**src/rtl/ir_sir_tx.sv**
```systemverilog
// IrDA SIR transmitter: UART-framed bytes sent as 3/16-bit-period IR pulses for each 0 bit,
// followed by a receiver-blanking guard interval.
module ir_sir_tx #(
  parameter int CLK_HZ     = 74_250_000,
  parameter int BAUD       = 115_200,
  parameter int GUARD_CLKS = 256
) (
  input  logic       clk,
  input  logic       reset,
  input  logic [7:0] tx_data,
  input  logic       tx_valid,
  output logic       tx_ready,
  output logic       tx_busy,
  input  logic       rx_listen,
  output logic       ir_tx,
  output logic       ir_rx_disable
);

  localparam int BIT_CLKS   = CLK_HZ / BAUD;
  localparam int PULSE_CLKS = (3 * BIT_CLKS) / 16;
  localparam int BW         = $clog2(BIT_CLKS);
  localparam int GW         = (GUARD_CLKS > 1) ? $clog2(GUARD_CLKS) : 1;

  localparam logic [BW-1:0] BIT_LAST   = BW'(BIT_CLKS - 1);
  localparam logic [BW-1:0] PULSE_END  = BW'(PULSE_CLKS);
  localparam logic [GW-1:0] GUARD_LAST = GW'((GUARD_CLKS > 0) ? GUARD_CLKS - 1 : 0);

  generate
    if (BIT_CLKS < 16) begin : g_bit_clks_check
      $error("ir_sir_tx: CLK_HZ/BAUD must be at least 16");
    end
  endgenerate

  typedef enum logic [2:0] {S_IDLE, S_START, S_DATA, S_STOP, S_GUARD} state_t;

  state_t          r_state,     w_state_nxt;
  logic [BW-1:0]   r_bit_cnt,   w_bit_cnt_nxt;
  logic [2:0]      r_bit_idx,   w_bit_idx_nxt;
  logic [GW-1:0]   r_guard_cnt, w_guard_cnt_nxt;
  logic [7:0]      r_shift,     w_shift_nxt;
  logic            r_rx_dis;
  logic            w_bit_end;
  logic            w_busy;
  logic            w_zero_bit;

  always_ff @(posedge clk) begin
    if (reset) begin
      r_state     <= S_IDLE;
      r_bit_cnt   <= '0;
      r_bit_idx   <= '0;
      r_guard_cnt <= '0;
      r_shift     <= '0;
      r_rx_dis    <= 1'b1;
    end else begin
      r_state     <= w_state_nxt;
      r_bit_cnt   <= w_bit_cnt_nxt;
      r_bit_idx   <= w_bit_idx_nxt;
      r_guard_cnt <= w_guard_cnt_nxt;
      r_shift     <= w_shift_nxt;
      r_rx_dis    <= w_busy || !rx_listen;
    end
  end

  always_comb begin
    w_state_nxt     = r_state;
    w_bit_cnt_nxt   = r_bit_cnt;
    w_bit_idx_nxt   = r_bit_idx;
    w_guard_cnt_nxt = r_guard_cnt;
    w_shift_nxt     = r_shift;
    w_bit_end       = (r_bit_cnt == BIT_LAST);

    case (r_state)
      S_IDLE: begin
        if (tx_valid) begin
          w_state_nxt   = S_START;
          w_shift_nxt   = tx_data;
          w_bit_cnt_nxt = '0;
        end
      end
      S_START: begin
        if (w_bit_end) begin
          w_state_nxt   = S_DATA;
          w_bit_cnt_nxt = '0;
          w_bit_idx_nxt = '0;
        end else begin
          w_bit_cnt_nxt = r_bit_cnt + 1'b1;
        end
      end
      S_DATA: begin
        if (w_bit_end) begin
          w_bit_cnt_nxt = '0;
          w_shift_nxt   = {1'b0, r_shift[7:1]};
          if (r_bit_idx == 3'd7) w_state_nxt = S_STOP;
          else                   w_bit_idx_nxt = r_bit_idx + 3'd1;
        end else begin
          w_bit_cnt_nxt = r_bit_cnt + 1'b1;
        end
      end
      S_STOP: begin
        if (w_bit_end) begin
          w_bit_cnt_nxt   = '0;
          w_guard_cnt_nxt = '0;
          w_state_nxt     = (GUARD_CLKS == 0) ? S_IDLE : S_GUARD;
        end else begin
          w_bit_cnt_nxt = r_bit_cnt + 1'b1;
        end
      end
      S_GUARD: begin
        if (r_guard_cnt == GUARD_LAST) begin
          w_state_nxt     = S_IDLE;
          w_guard_cnt_nxt = '0;
        end else begin
          w_guard_cnt_nxt = r_guard_cnt + 1'b1;
        end
      end
      default: w_state_nxt = S_IDLE;
    endcase
  end

  // Outputs gated by reset so they read idle during the reset cycle itself.
  assign w_busy        = (r_state != S_IDLE);
  assign w_zero_bit    = (r_state == S_START) || ((r_state == S_DATA) && !r_shift[0]);
  assign tx_busy       = w_busy && !reset;
  assign tx_ready      = (r_state == S_IDLE) && !reset;
  assign ir_tx         = !reset && w_zero_bit && (r_bit_cnt < PULSE_END);
  assign ir_rx_disable = r_rx_dis;

endmodule

```
**config.mk**
```make
export PLATFORM = sky130hd
export DESIGN_NAME = ir_sir_tx
export DESIGN_NICKNAME = d
export VERILOG_FILES = /design/src/rtl/ir_sir_tx.sv
export SDC_FILE = /design/constraint.sdc
export NUM_CORES = 1
export LEC_CHECK = 0
export BUFFER_PORTS_ARGS = -buffer_cell sky130_fd_sc_hd__buf_2
export CAP_MARGIN = 20
export CORE_ASPECT_RATIO = 0.5
export CORE_UTILIZATION = 54
export DETAILED_ROUTE_END_ITERATION = 8
export GPL_TIMING_DRIVEN = 0
export PLACE_DENSITY = 0.72
export SLEW_MARGIN = 10
export SYNTH_ARGS = -nofsm -noshare
export SYNTH_HDL_FRONTEND = slang
export SYNTH_SLANG_ARGS = --single-unit
```
**constraint.sdc**
```tcl
create_clock -name clk -period 5.1 [get_ports clk]
set_clock_uncertainty 0.05 [all_clocks]
set_input_delay 0.51 -clock clk [delete_from_list [all_inputs] [get_ports clk]]
set_output_delay 0.51 -clock clk [all_outputs]
set_load 0.05 [all_outputs]
```
# Word-level counts from Yosys, hierarchy flattened
# Cells that the tools add are included.
[totals]
ff_bits = 33
wordCells = 66
out_inout_bits = 4
[op_classes]
n_reduce_logical = 22
magnitude_cmp = 1
muxes = 20
eq_ne = 14
n_addsub = 3
[ops]
columns = ["op", "n"]
rows = [
  ["$mux 8", 4],
  ["$pmux 8 s2", 2],
  ["$mux 3", 9],
  ["$mux 10", 2],
  ["$pmux 10 s2", 1],
  ["$pmux 3 s5", 1],
  ["$ne 2x2->1 const B", 7],
  ["$add 10x1->10 const B", 1],
  ["$eq 10x10->1 const B", 1],
  ["$lt 10x7->1 const B", 1],
  ["$add 8x1->8 const B", 1],
  ["$eq 8x8->1 const B", 1],
  ["$reduce_bool 2->1", 4],
  ["$eq 3x2->1 const B", 2],
  ["$eq 3x3->1 const B", 2],
  ["$pmux 3 s2", 1],
  ["$reduce_and 6->1", 1],
  ["$logic_and 1x1->1", 5],
  ["$reduce_and 2->1", 2],
  ["$reduce_and 4->1", 1],
  ["$add 3x1->3 const B", 1],
  ["$eq 3x1->1 const B", 1],
  ["$logic_not 1->1", 3],
  ["$logic_not 3->1", 1],
  ["4 further kinds", 5],
]

# Logic depth before layout (Yosys ltp)
# Gate-level depths: netlist of the first run.
[logic_depth]
ltp_word = 5
mapped_depth = 6

# Worst setup path before layout of the first run
# Ideal clock, no wire load.
[synth_timing]
path_type = "register -> output"
from = "reg r_state[2]"
to = "out tx_ready"
setup_slack_ns = 2.291
t_required_ns = 4.540
stages_incl_launch_ff = 4
arrival_ns = 2.249
path_cell_list = "dfxtp_1 > buf_4 > clkbuf_1 > nor4_1"
[synth_between]
elab_chain_len = 2
[synth_lines]
columns = ["item", "line", "text"]
rows = [
  ["from (decl)", "36", "state_t r_state, w_state_nxt;"],
  ["from (signal assigned)", "55", "r_state <= w_state_nxt;"],
  ["$logic_not 3->1", "124", "assign tx_ready = (r_state == S_IDLE) && !reset;"],
  ["$logic_and 1x1->1", "124", ""],
  ["to (decl)", "12", "output logic tx_ready,"],
]
# Every way passes these cells.

# Final worst setup path of the first run
[layout_timing]
from = "reg r_state[1]"
to = "out ir_tx"
[layout_between]
elab_chain_len = 5
elab_cells_between_ends = 6
classes_between = "eq/ne (2); reduce/logical (4)"
[layout_lines]
columns = ["item", "line", "text"]
rows = [
  ["$eq 3x2->1", "122", "assign w_zero_bit = (r_state == S_START) || ((r_state == S_DATA) && !r_shift[0]);"],
  ["$logic_and 1x1->1", "122", ""],
  ["$logic_or 1x1->1 *", "122", ""],
  ["$logic_and 1x1->1 * (2 in series)", "125", "assign ir_tx = !reset && w_zero_bit && (r_bit_cnt < PULSE_END);"],
  ["to (decl)", "15", "output logic ir_tx,"],
]
# Mark *: on every way between the ends. The rest lies on a longest branch, timed or not.

==> flow_summary.toml, run 1 <==
[floorplanning]
placementRows = 14
io-pin-count = 16
core-area_um2 = 3120
die_h_um = 43.2
die_w_um = 84.3
die_area_um2 = 3640
start_util_pct = 58.7

[worst_setup_path]
end_kind = "primary output"
worst_r2r_startpoint = "r_bit_cnt[0]"
critPathCapture = "ir_tx"
critPathMaxStageDelay_ps = 490
critPathBufInv = 2
r2r_slack_ps = 3140
crit_path_top_delay_cell = "dfxtp_1"
crit_family = "simple AND/OR/NAND/NOR gates"
cp_max_fo = 10
worst_r2r_endpoint = "r_guard_cnt[2]"
worstPathRequired_ps = 4540
worst_r2r_path_depth = 5
start_kind = "register"
cp.depth = 6
cp.arrival_ps = 1890
crit_type = "reg -> out"
crit_start = "r_state[1]"
cp_cell_sequence = "buf_6 > nor2b_1 > o21ai_0 > nor4_1 > and3_1 > buf_2"

[logic_synthesis]
async_flop_share_pct = 0
synth_edf_count = 0
ys_seq_area_share_pct = 36.1
yosysTopAreaCell = "dfxtp_1"
yosysTopAreaCellShare_pct = 36.1
ys_seq_elements = 33
syn-num-nets = 219
avgSynthCellArea_um2 = 9.02
netlist_instances = 203
synthTopCellsByArea = "dfxtp_1, a311oi_1, mux2i_1, a21oi_1, nand2_1"
yosysUniqueCellTypes = 49
synth_warnings = 0
synth_ff_type = "dfxtp_1"
syn_area_um2 = 1830

[layout]
final_cells = 266
antennaDiodeCount = 0
fin_nets = 241
layout-drive-gt1-share_pct = 19.0
regArea_um2 = 661
multi_input_area_um2 = 1080
syn_to_final_growth_pct = 13.2
nFillCells = 266

[grt]
grt_start_max_net_pins = 11
grt_overflow_total = 0
grtUsageMet3_pct = 7.59
use_met2_pct = 41.3
grt_first_pass_wirelength_um = 6910
gr-usage-met1_pct = 31.5
busiest_layer = "met2"
antenna_found_initial = 0
grt_pass1_vias = 1445
grt_usage_pct = 24.7

[timing]
relSlewSlack_pct = 62.2
layout_setup_ws_ps = 2650
finalCriticalPeriod_ps = 2450
rsz0062_at_grt = "no"
finalCritPeriodShare_pct = 48.1
fin_setup_tns_ps = 0
finalSetupViolCount = 0
hold_viol = 0
worstMarginPinSlew_ps = 563
fmax_mhz = 408
drv_slew = 0

[placement]
place_inst = 258
hpwl_um = 2830
io_buffers = 15
routabilityCongestion = 0.905
dp_slack_ps = 2730

[power]
p_per_area_nw_per_um2 = 342
p_leak_uw = 0.000712
power_uw = 708
ir_drop_uv = 189

[cts]
clk_latency_ps = 290
cts_sinks = 33
postCtsSetupRepairBufs = 0
cts_tree = "built"
clk_pin_slew_ps = 70
cts_resized = 0
root_buffer = "clkbuf_8"
cts_max_level = 2
ctsHoldBuffers = 0
cts_buffer_depth = 2
cts-buffers-inserted = 5

[drt]
detail_route.wl_per_cell_um = 14.9
detail_route.drc_violations = 2
vias = 1618
postRouteAntennaNets = 0
drtIter0Drc = 113
first_pass_iters = 6
wirelength_um = 3960
viasPerCell = 6.08

[outcome]
outcome = "complete, but fails checks"
violations = "DRC"

[job]
cap_viol_max_count = 0

[hold_path]
hold_path.class = "in -> reg"
[kinds of logic (layout without fill, tap and decap cells)]
group / Yosys count / count (layout) / share of synthesized area [%]
AO/OA/AOI/OAI: 51 / 51 / 19.1
XOR/XNOR: 7 / 7 / 3.35
adder cells (fa/ha/maj): 4 / 4 / 2.73
buffers and inverters: 15 / 38 / 4.65
flip-flops: 33 / 33 / 36.1
multiplexers: 10 / 10 / 5.54
AND/OR/NAND/NOR: 83 / 83 / 28.6
[placed cells by master (no fill, tap or decap), drive strengths merged, types with 8 or more instances in the layout]
master,n
dfxtp,33
nor3,8
clkbuf,11
nor2,14
a311oi,12
mux2i,9
nand3,8
a21oi,16
o21ai,10
nand2,14
buf,22
[sequential cells by signal, summed over array words and instances (netlist names)]
signal         count
r_bit_idx          3
r_bit_cnt         10
r_shift            8
r_guard_cnt        8
ir_rx_disable      1
r_state            3
[worst reg2reg max path, stage by stage (launching register included)]
cell and delay (ps):
dfxtp_1 400, ha_1 220, and4b_2 320, nand3_4 140, o21bai_1 500, a311oi_1 190
[Yosys cell counts (3+ instances only)]
| library cell | n |
|---|---|
| a21oi_1 | 16 |
| a311oi_1 | 12 |
| a31oi_1 | 3 |
| and3_1 | 6 |
| buf_4 | 3 |
| clkbuf_1 | 4 |
| dfxtp_1 | 33 |
| ha_1 | 4 |
| inv_1 | 4 |
| mux2i_1 | 9 |
| nand2_1 | 14 |
| nand2b_1 | 5 |
| nand3_1 | 7 |
| nand4_1 | 4 |
| nor2_1 | 13 |
| nor3_1 | 5 |
| nor3_4 | 3 |
| nor3b_1 | 3 |
| nor4_1 | 5 |
| o21ai_0 | 7 |
| o21ai_1 | 3 |
| or4_1 | 3 |
| xnor2_1 | 6 |
[cell type report]
type / count / area share, %
timing repair buffer: 15 / 3.62
sequential: 33 / 31.9
buffer: 11 / 3.38
clock inverter: 1 / 1.45
clock buffer: 7 / 4.17
tap: 40 / 2.42
inverter: 4 / 0.725
multi-input combinational: 155 / 52.4
[per-stage QoR]
| step | area [µm²] | utilization (%) | hold WS (ps) |
|---|---|---|---|
| after floorplan | 1830 | - | 401 |
| after global placement | 1960 | 62.7 | 411 |
| after detailed placement | 1960 | 62.7 | 429 |
| after CTS | 2070 | 66.5 | 321 |
| after global routing | 2070 | 66.5 | 312 |
| final | 2070 | 66.5 | 324 |
[how the worst min path moves through the flow]
stage	from	to	slack, ps	depth (start not counted)
2_1_floorplan	r_guard_cnt[7]	r_guard_cnt[7]	400	1
3_3_place_gp	r_bit_idx[2]	r_bit_idx[2]	410	2
3_5_place_dp	r_guard_cnt[7]	r_guard_cnt[7]	430	1
4_1_cts	rx_listen	ir_rx_disable	320	2
5_1_grt	rx_listen	ir_rx_disable	310	2
6_report	rx_listen	ir_rx_disable	320	2
[routing by layer]
metal,vias to the layer above,share of wire (%)
li1,814,-
met1,756,49
met2,43,45
met3,5,5.4
met4,0,0.73
met5,-,0
[power by group]
group | internal (µW) | switching (µW) | total, µW
sequential | 277 | 12.3 | 289
combinational | 61.2 | 97.3 | 159
clock | 159 | 101 | 260
total | 498 | 211 | 708
No activity file was read; power rests on OpenSTA's default activity.
==> run 2: changes to the inputs <==
--- a/config.mk
+++ b/config.mk
@@ -8,10 +8,10 @@
 export BUFFER_PORTS_ARGS = -buffer_cell sky130_fd_sc_hd__buf_2
 export CAP_MARGIN = 20
 export CORE_ASPECT_RATIO = 0.5
-export CORE_UTILIZATION = 54
+export CORE_UTILIZATION = 53
 export DETAILED_ROUTE_END_ITERATION = 8
 export GPL_TIMING_DRIVEN = 0
-export PLACE_DENSITY = 0.72
+export PLACE_DENSITY = 0.74
 export SLEW_MARGIN = 10
 export SYNTH_ARGS = -nofsm -noshare
 export SYNTH_HDL_FRONTEND = slang
==> constraint.sdc (replaced) <==
create_clock -name clk -period 1.98 [get_ports clk]
set_clock_uncertainty 0.05 [all_clocks]
set_input_delay 0.198 -clock clk [delete_from_list [all_inputs] [get_ports clk]]
set_output_delay 0.198 -clock clk [all_outputs]
set_load 0.05 [all_outputs]
==> run 2 against run 1 <==
The flow now finishes without violations; critical endpoint unchanged; design area grew 1.1%; critical path depth is the same; first-iteration DRC count is 31% higher; non-clock buffer count is the same; final cell count fell by 0.38%; critical path type unchanged; worst hold slack worse by 280 ps; clock power up 93%.
==> flow_summary.toml, run 2 (synthesis results as in run 1) <==
[outcome]
outcome = "finished clean"

[grt]
grt_pass1_vias = 1407
grt_start_max_net_pins = 11
antenna_found_initial = 0
grt_first_pass_wirelength_um = 6650
grt_overflow_total = 0
grt_usage_pct = 23.0

[placement]
routabilityCongestion = 0.858
io_buffers = 15
dp_slack_ps = 32.7
hpwl_um = 2780

[worst_setup_path]
cp.arrival_ps = 1650
cp_cell_sequence = "buf_6 > nor2b_1 > o21ai_1 > nor4_1 > and3_1 > buf_6"
crit_start = "r_state[1]"
cp.depth = 6
crit_type = "reg -> out"
end_kind = "primary output"
crit_path_top_delay_cell = "dfxtp_4"
worstPathRequired_ps = 1730
worst_r2r_startpoint = "r_guard_cnt[1]"
crit_family = "simple AND/OR/NAND/NOR gates"
critPathCapture = "ir_tx"
cp_common_cell = "buf_6"
critPathMaxStageDelay_ps = 400
critPathBufInv = 2
worst_r2r_path_depth = 5
r2r_slack_ps = 120
cp_max_fo = 10
worst_r2r_endpoint = "r_state[1]"
start_kind = "register"

[floorplanning]
core-area_um2 = 3140
placementRows = 14
io-pin-count = 16
die_area_um2 = 3710
die_h_um = 43.6
die_w_um = 85.1
start_util_pct = 58.4

[cts]
clk_pin_slew_ps = 60
cts_sinks = 33
ctsHoldBuffers = 0
cts_buffer_depth = 2
clk_latency_ps = 270
cts_max_level = 2
cts_tree = "built"
cts-buffers-inserted = 5
postCtsSetupRepairBufs = 0
root_buffer = "clkbuf_8"

[layout]
fin_nets = 241
nFillCells = 259
mostFrequentLayoutCell = "dfxtp_1"
regMostFlops = "r_bit_cnt"
final_core_util_pct = 66.8
largest_reg_flops = 10
antennaDiodeCount = 0
layout_common_cells = "dfxtp_1, a21oi_1, nand2_1, buf_2, nor2_1"
largestRegisters = "r_bit_cnt: 10 flops, r_guard_cnt: 8 flops, r_shift: 8 flops"
syn_to_final_growth_pct = 14.4
layout-drive-gt1-share_pct = 22.2

[hold_path]
hold_path.class = "in -> reg"

[timing]
hold_viol = 0
layout_setup_ws_ps = 77.1
worstMarginPinSlew_ps = 552
relSlewSlack_pct = 63.0
finalCritPeriodShare_pct = 96.1
fmax_mhz = 526
fin_setup_tns_ps = 0
rsz0062_at_grt = "no"
whs_ps = 41.7
drv_slew = 0
finalSetupViolCount = 0
finalCriticalPeriod_ps = 1900

[power]
power_uw = 1680
ir_drop_uv = 429
p_per_area_nw_per_um2 = 800
p_leak_uw = 0.000705

[job]
cap_viol_max_count = 0

[drt]
first_pass_iters = 4
postRouteAntennaNets = 0
drtIter0Drc = 148
viasPerCell = 6.12
vias = 1621
wirelength_um = 3940
detail_route.drc_violations = 0
detail_route.wl_per_cell_um = 14.9
run 2: cell types whose count changed in the layout (fill, tap and decap cells not counted), sizes merged:
| cell | delta |
|---|---|
| buf | -2 |
| clkbuf | +2 |
| bufinv | -1 |
run 2: layer usage:
metal | vias to the layer above | GRT usage, % | routed length, µm
li1 | 820 | - | -
met1 | 770 | 32.8 | 1980
met2 | 29 | 36.0 | 1760
met3 | 2 | 6.29 | 190
met4 | 0 | 3.39 | 11
met5 | - | 0 | 0
run 2: per-stage QoR:
stage	cells	cell area [µm²]
2_1_floorplan	203	1840
3_3_place_gp	258	1960
3_5_place_dp	258	1960
4_1_cts	265	2050
5_1_grt	265	2090
6_report	265	2090
run 2: worst register-to-register path, stage by stage, from the launching register on:
cell and delay, ps:
dfxtp_1 350, ha_2 210, nand3_1 130, o31a_4 420, or4_1 510, o31ai_1 80
run 2: cell type report:
| cell class | count | area, µm² | share of cell area (%) |
|---|---|---|---|
| Timing Repair Buffer | 15 | 83.8 | 4.00 |
| Inverter | 4 | 15.0 | 0.717 |
| Clock buffer | 7 | 86.3 | 4.12 |
| Buffer | 11 | 72.6 | 3.46 |
| Multi-Input combinational cell | 155 | 1120 | 53.5 |
| Sequential cell | 33 | 667 | 31.8 |
| Tap cell | 40 | 50.0 | 2.39 |
run 2: worst min-delay path by stage:
| stage | from | slack [ps] | to | cells past startpoint |
|---|---|---|---|---|
| floorplan | rx_listen | 210 | ir_rx_disable | 1 |
| global placement | rx_listen | 310 | ir_rx_disable | 2 |
| detailed placement | rx_listen | 310 | ir_rx_disable | 2 |
| CTS | rx_listen | 20 | ir_rx_disable | 2 |
| global route | rx_listen | 30 | ir_rx_disable | 2 |
| finish | rx_listen | 40 | ir_rx_disable | 2 |
run 2: what timing repair did:
action,in CTS,in global routing
gates cloned,0,0
setup endpoints to repair,1,21
pin swaps,0,2
resized for setup,2,14
run 2: where the power goes:
part	leakage (µW)	switching, µW	internal [µW]
logic	0.000391	254	170
clock network	0.0000443	228	276
registers	0.000270	33.0	715
